File: config.mk
export PLATFORM = sky130hd
export DESIGN_NAME = ram_sdp_fifo_ctrl_flat
export DESIGN_NICKNAME = d
export VERILOG_FILES = /design/src/rtl/ram_sdp_fifo_ctrl_if.sv /design/src/rtl/ram_sdp_fifo_ctrl.sv /design/src/flat_wrapper.sv
export SDC_FILE = /design/constraint.sdc
export NUM_CORES = 1
export LEC_CHECK = 0
export BUFFER_PORTS_ARGS = -buffer_cell sky130_fd_sc_hd__buf_2
export CORE_MARGIN = 2
export CORE_UTILIZATION = 30
export DETAILED_ROUTE_END_ITERATION = 8
export SLEW_MARGIN = 20
export SYNTH_ARGS = -nofsm -noshare
export SYNTH_HDL_FRONTEND = slang
export SYNTH_SLANG_ARGS = --single-unit
export TNS_END_PERCENT = 5
File: constraint.sdc
create_clock -name AClkH -period 3.25 [get_ports AClkH]
set_input_delay 0.65 -clock AClkH [delete_from_list [all_inputs] [get_ports AClkH]]
set_output_delay 0.65 -clock AClkH [all_outputs]
set_load 0.01 [all_outputs]
File: src/rtl/ram_sdp_fifo_ctrl_if.sv
// ram_sdp_fifo_ctrl_if: push/pop handshake, status and RAM-side bus of the FIFO controller.
//   slave  modport: the controller (push/pop inputs and RAM read data in; status, head data and RAM controls out)
//   master modport: the surrounding logic (drives push/pop and RAM read data; observes everything else)
interface ram_sdp_fifo_ctrl_if #(
   parameter int unsigned CAddrLen = 9,
   parameter int unsigned CDataLen = 32
);
   logic [CDataLen-1:0] AWrData;
   logic                AWrEn;
   logic                AFull;
   logic [CDataLen-1:0] ARdData;
   logic                ARdValid;
   logic                ARdEn;
   logic [CAddrLen:0]   ALevel;
   logic [CAddrLen-1:0] ARamAddrWr;
   logic [CAddrLen-1:0] ARamAddrRd;
   logic [CDataLen-1:0] ARamMosi;
   logic [CDataLen-1:0] ARamMiso;
   logic                ARamWrEn;
   logic [1:0]          AErr;

   modport slave (
      input  AWrData, AWrEn, ARdEn, ARamMiso,
      output AFull, ARdData, ARdValid, ALevel, ARamAddrWr, ARamAddrRd, ARamMosi, ARamWrEn, AErr
   );

   modport master (
      output AWrData, AWrEn, ARdEn, ARamMiso,
      input  AFull, ARdData, ARdValid, ALevel, ARamAddrWr, ARamAddrRd, ARamMosi, ARamWrEn, AErr
   );
endinterface

File: src/rtl/ram_sdp_fifo_ctrl.sv
// ram_sdp_fifo_ctrl: first-word-fall-through FIFO controller for an external simple-dual-port
// RAM (registered read, read-before-write). Presents the head word with zero pop-to-data latency
// and bypasses same-cycle write/read address collisions.
// Ports:
//   AClkH    - clock, all state on rising edge
//   AResetH  - asynchronous active-high reset
//   AClkHEn  - clock enable; state advances only when 1
//   AFifo    - ram_sdp_fifo_ctrl_if.slave: push/pop handshake, level/full/valid, head data,
//              RAM write/read addresses, write data/strobe, RAM read data, error flags
// Optional feature: define RAM_FIFO_CTRL_ERR_EN to get sticky {overflow, underflow} flags on AErr;
// otherwise AErr is tied to 2'b00.
module ram_sdp_fifo_ctrl #(
   parameter int unsigned CAddrLen = 9,
   parameter int unsigned CDataLen = 32
) (
   input logic                 AClkH,
   input logic                 AResetH,
   input logic                 AClkHEn,
   ram_sdp_fifo_ctrl_if.slave  AFifo
);
   localparam int unsigned CLvlLen = CAddrLen + 1;
   localparam logic [CLvlLen-1:0]  CDepth   = CLvlLen'(2 ** CAddrLen);
   localparam logic [CLvlLen-1:0]  CLvlOne  = CLvlLen'(1);
   localparam logic [CAddrLen-1:0] CAddrOne = CAddrLen'(1);

   logic [CAddrLen-1:0] FWrPtr;
   logic [CAddrLen-1:0] FRdPtr;
   logic [CLvlLen-1:0]  FLevel;
   logic                FFull;
   logic                FValid;
   logic                FBypSel;
   logic [CDataLen-1:0] FBypData;

   logic                FPush;
   logic                FPop;
   logic                FCollide;
   logic [CAddrLen-1:0] FAddrRd;
   logic [CLvlLen-1:0]  FLevelNext;

   // Handshake acceptance uses registered status, so a push while full is dropped even with a pop.
   always_comb begin
      FPush      = AClkHEn & AFifo.AWrEn & ~FFull;
      FPop       = AClkHEn & AFifo.ARdEn & FValid;
      // Read ahead on pop so the registered RAM output shows the new head next cycle.
      FAddrRd    = FPop ? FRdPtr + CAddrOne : FRdPtr;
      FCollide   = FPush & (FWrPtr == FAddrRd);
      FLevelNext = FLevel;
      if (FPush && !FPop) begin
         FLevelNext = FLevel + CLvlOne;
      end else if (!FPush && FPop) begin
         FLevelNext = FLevel - CLvlOne;
      end
   end

   // Pointers, occupancy and collision bypass register.
   always_ff @(posedge AClkH or posedge AResetH) begin
      if (AResetH) begin
         FWrPtr   <= '0;
         FRdPtr   <= '0;
         FLevel   <= '0;
         FFull    <= 1'b0;
         FValid   <= 1'b0;
         FBypSel  <= 1'b0;
         FBypData <= '0;
      end else if (AClkHEn) begin
         if (FPush) begin
            FWrPtr <= FWrPtr + CAddrOne;
         end
         if (FPop) begin
            FRdPtr <= FRdPtr + CAddrOne;
         end
         FLevel  <= FLevelNext;
         FFull   <= (FLevelNext == CDepth);
         FValid  <= (FLevelNext != '0);
         // RAM returns the pre-write word on a collision, so remember the new word instead.
         FBypSel <= FCollide;
         if (FCollide) begin
            FBypData <= AFifo.AWrData;
         end
      end
   end

`ifdef RAM_FIFO_CTRL_ERR_EN
   logic [1:0] FErr;

   // Sticky {overflow, underflow} flags.
   always_ff @(posedge AClkH or posedge AResetH) begin
      if (AResetH) begin
         FErr <= 2'b00;
      end else begin
         if (AClkHEn & AFifo.AWrEn & FFull) begin
            FErr[1] <= 1'b1;
         end
         if (AClkHEn & AFifo.ARdEn & ~FValid) begin
            FErr[0] <= 1'b1;
         end
      end
   end

   assign AFifo.AErr = FErr;
`else
   assign AFifo.AErr = 2'b00;
`endif

   assign AFifo.ARamWrEn   = FPush & ~AResetH;
   assign AFifo.ARamAddrWr = FWrPtr;
   assign AFifo.ARamAddrRd = FAddrRd;
   assign AFifo.ARamMosi   = AFifo.AWrData;
   assign AFifo.AFull      = FFull;
   assign AFifo.ARdValid   = FValid;
   assign AFifo.ALevel     = FLevel;
   assign AFifo.ARdData    = FValid ? (FBypSel ? FBypData : AFifo.ARamMiso) : '0;
endmodule

File: src/flat_wrapper.sv
// flat-port wrapper written by rule: the top's interface ports become plain ports
module ram_sdp_fifo_ctrl_flat 
#(
   parameter int unsigned CAddrLen = 9,
   parameter int unsigned CDataLen = 32
)
  (AClkH, AResetH, AClkHEn, AFifo_AWrData, AFifo_AWrEn, AFifo_ARdEn, AFifo_ARamMiso, AFifo_AFull, AFifo_ARdData, AFifo_ARdValid, AFifo_ALevel, AFifo_ARamAddrWr, AFifo_ARamAddrRd, AFifo_ARamMosi, AFifo_ARamWrEn, AFifo_AErr);
  ram_sdp_fifo_ctrl_if #(.CAddrLen(CAddrLen), .CDataLen(CDataLen)) AFifo_i ();
  input logic AClkH;
  input logic AResetH;
  input logic AClkHEn;
  input wire logic [$bits(AFifo_i.AWrData)-1:0] AFifo_AWrData;
  input wire logic [$bits(AFifo_i.AWrEn)-1:0] AFifo_AWrEn;
  input wire logic [$bits(AFifo_i.ARdEn)-1:0] AFifo_ARdEn;
  input wire logic [$bits(AFifo_i.ARamMiso)-1:0] AFifo_ARamMiso;
  output wire logic [$bits(AFifo_i.AFull)-1:0] AFifo_AFull;
  output wire logic [$bits(AFifo_i.ARdData)-1:0] AFifo_ARdData;
  output wire logic [$bits(AFifo_i.ARdValid)-1:0] AFifo_ARdValid;
  output wire logic [$bits(AFifo_i.ALevel)-1:0] AFifo_ALevel;
  output wire logic [$bits(AFifo_i.ARamAddrWr)-1:0] AFifo_ARamAddrWr;
  output wire logic [$bits(AFifo_i.ARamAddrRd)-1:0] AFifo_ARamAddrRd;
  output wire logic [$bits(AFifo_i.ARamMosi)-1:0] AFifo_ARamMosi;
  output wire logic [$bits(AFifo_i.ARamWrEn)-1:0] AFifo_ARamWrEn;
  output wire logic [$bits(AFifo_i.AErr)-1:0] AFifo_AErr;
  assign AFifo_i.AWrData = AFifo_AWrData;
  assign AFifo_i.AWrEn = AFifo_AWrEn;
  assign AFifo_i.ARdEn = AFifo_ARdEn;
  assign AFifo_i.ARamMiso = AFifo_ARamMiso;
  assign AFifo_AFull = AFifo_i.AFull;
  assign AFifo_ARdData = AFifo_i.ARdData;
  assign AFifo_ARdValid = AFifo_i.ARdValid;
  assign AFifo_ALevel = AFifo_i.ALevel;
  assign AFifo_ARamAddrWr = AFifo_i.ARamAddrWr;
  assign AFifo_ARamAddrRd = AFifo_i.ARamAddrRd;
  assign AFifo_ARamMosi = AFifo_i.ARamMosi;
  assign AFifo_ARamWrEn = AFifo_i.ARamWrEn;
  assign AFifo_AErr = AFifo_i.AErr;
  ram_sdp_fifo_ctrl #(.CAddrLen(CAddrLen), .CDataLen(CDataLen)) u_core (.AClkH(AClkH), .AResetH(AResetH), .AClkHEn(AClkHEn), .AFifo(AFifo_i));
endmodule
==> flow_summary.yaml <==
power_and_ir_drop:
  p_int_mw: 2.477
  power_density_nw_per_um2: 752.9
  swShare_pct: 34.76
  seqPwrFrac_pct: 39.1
  pwr-share-comb_pct: 38.1
  p_clk_share_pct: 22.8
  p_switching_mw: 1.320
  leakage_nw: 2.506
  max-vdd-ir-drop_uv: 467.8
place:
  io_buffer_count: 163
  placed_cells: 664
  place.gp.congestion: 0.8193
  dpl.hpwl_um: 7238
timing:
  rsz0062_at_grt: "false"
  hold_violations: 0
  setup_viol: 0
  clock.fmax_ghz: 0.3809
  drv_slew: 0
  worst_pin_slew_ns: 0.7096
  skew_ns: 0.002719
  setup_tns_ns: 0
  slew_headroom_pct: 52.69
  min_period_ns: 2.625
  min_period_over_period_pct: 80.78
die:
  die_w_um: 120.0
  initial_core_util_pct: 30.60
  rows: 42
  die_y_um: 120.0
  ioPinCount: 166
  die_area_um2: 14400
  core_area_um2: 13190
synth:
  syn_area_um2: 4036
  syn_area_per_cell_um2: 10.94
  yosysUniqueCellTypes: 52
  ys_ff_latch: 63
  synthAdderAreaFrac_pct: 1.240
  synth_compound_area_share_pct: 4.216
  yosys_warnings: 0
  synth_top_family_by_area: "multiplexers"
  synth_seq_area_share_pct: 39.06
  syn_inst: 369
  async_flop_share_pct: 100.0
  synth_edf_count: 0
  synthMuxAreaShare_pct: 19.81
  synth_ff_type: "dfrtp_1"
  synth-simple-area-share_pct: 16.31
  synthXorXnorAreaFrac_pct: 9.237
final_layout:
  instances_no_fill: 678
  register_area_um2: 1578
  n_fill_cell: 1334
  final_cell_mix: "163 x buf_2, 62 x dfrtp_1, 35 x nor2b_1"
  area_growth_syn_to_layout_pct: 24.92
  multi_input_area_um2: 2069
  fin_nets: 572
  final_common_cell: "buf_2"
  diodes: 0
  drive_gt1_share_pct: 44.82
grt:
  grt_pass1_wl_um: 15320
  antenna_found_initial: 0
  grt_use_total_pct: 13.68
  grt_max_degree: 33
  grt_overflow: 0
  grt_pass1_vias: 3071
clocking:
  clk_path_buf_depth: 2
  insertion_delay_ns: 0.33
  cts_made_buffers: 9
  clock_sinks: 63
  clkTransAtPathRegs_ns: 0.05
  cts_tree: "done"
  cts_setup_buffers: 0
  hold_buffers: 0
  cts.root.buffer_cell: "clkbuf_16"
  htreeDepth: 3
  post_cts_resized: 0
worst_setup_path:
  worst_setup_path_start_kind: "register"
  critPathKind: "reg2out"
  worstSetupEndpointType: "output port"
  cp.arrival_ns: 1.98
  worstPathCellList: "ha_1, nand2_1, nor3_1, xor2_1, buf_2"
  r2r_cells: 7
  critical_path_required_ns: 2.60
  r2r_setup_slack_ns: 0.68
  r2r-end: "u_core.FBypData[3]"
  critical_path_buf_inv_count: 1
  reg2reg_from: "u_core.AFifo.ARdValid"
  path_delay_family: "simple AND/OR/NAND/NOR gates"
  cp_slowest_cell: "dfrtp_1"
  max_stage_delay_ns: 0.47
  cp_max_fo: 6
status:
  status: "finished, final reports clean"
detailed_routing:
  dr.pass1.iters: 4
  drc: 0
  drtIter0Drc: 79
  vias: 3054
  wirelength_um: 9683
  routedWlPerCell_um: 14.28
  via_per_inst: 4.504
  ant_nets: 0
worst_hold_path:
  hp-class: "in2async"
flow_run:
  cap_violations: 0
## flip-flops by register name (all words and copies together), names as in the netlist
name,cells
u_core.FRdPtr,9
u_core.FBypSel,1
u_core.AFifo.ARamAddrWr,9
u_core.AFifo.ALevel,10
u_core.AFifo.AFull,1
u_core.FBypData,32
u_core.AFifo.ARdValid,1
## worst max-delay path by stage
| stage | start | end | depth (start not counted) |
|---|---|---|---|
| 2_1_floorplan | AClkHEn | u_core.FBypData[0] | 9 |
| 3_3_place_gp | AClkHEn | u_core.FBypData[3] | 8 |
| 3_5_place_dp | AClkHEn | u_core.FBypData[4] | 8 |
| 4_1_cts | u_core.FRdPtr[0] | AFifo_ARamAddrRd[6] | 5 |
| 5_1_grt | u_core.FRdPtr[0] | u_core.FBypData[19] | 8 |
| 6_report | u_core.FRdPtr[0] | AFifo_ARamAddrRd[6] | 5 |
## kinds of logic after synthesis
kind of cell	count (synthesis)
multiplexers	65
AO/OA/AOI/OAI	22
AND/OR/NAND/NOR	111
buffers and inverters	62
other	1
XOR/XNOR	41
adder cells (fa/ha/maj)	4
flip-flops	63
## power by group through the flow
stage,registers (mW),logic (mW),clock network [mW]
4_1_cts,1.49,1.46,0.908
2_1_floorplan,1.38,1.11,0
3_3_place_gp,1.49,1.43,0
5_1_grt,1.54,1.58,0.943
6_report,1.48,1.45,0.866
3_5_place_dp,1.49,1.45,0
## final cells by class
cell class / count / area share [%]
clock buffer: 13 / 5.161
sequential: 63 / 31.29
timing repair buffer: 171 / 17.37
multi-input combinational: 245 / 41.04
tap: 176 / 4.367
clock inverter: 1 / 0.09926
inverter: 9 / 0.6700
## routing by layer
layer / track usage (%) / up-vias / share of wire, %
met4: 5.956 / 0 / 1.6
met3: 2.804 / 11 / 5.6
met1: 17.08 / 1448 / 44
met2: 22.80 / 100 / 49
met5: 0 / - / 0
li1: - / 1495 / -
## synthesized netlist by cell type (all sizes together), types with 2 or more instances
library cell,number,area share (%)
and2,3,0.53
mux2i,33,8.2
a21o,2,0.37
o21ai,2,0.25
ha,4,1.2
inv,9,0.84
a32oi,2,0.43
or3,2,0.31
nor4,5,0.93
nand3,9,1.1
nor2,14,1.4
xnor2,26,5.6
nand2,14,1.3
nand3b,4,0.74
mux2,32,12
nor2b,35,5.4
nand2b,2,0.31
and4,2,0.43
a211oi,2,0.37
a22oi,2,0.37
dfrtp,63,39
and3,4,0.62
a31oi,3,0.47
buf,42,8.2
xor2,14,3.0
or2,2,0.31
or4,2,0.37
nand4,5,1.1
clkbuf,11,1.1
nor3,7,1.1
## through the flow
stage	utilization [%]	hold WS [ns]	setup slack, ns	total power, mW	area [um2]
final	38.23	0.4073	0.6248	3.796	5042
after global routing	38.23	0.4685	0.4346	4.072	5042
after CTS	38.23	0.4267	0.5991	3.857	5042
after detailed placement	36.22	0.4952	0.4033	2.949	4777
after global placement	36.22	0.4965	0.4443	2.923	4777
after floorplan	-	0.4792	0.7454	2.484	4040
(Power assumes the default switching activity.)
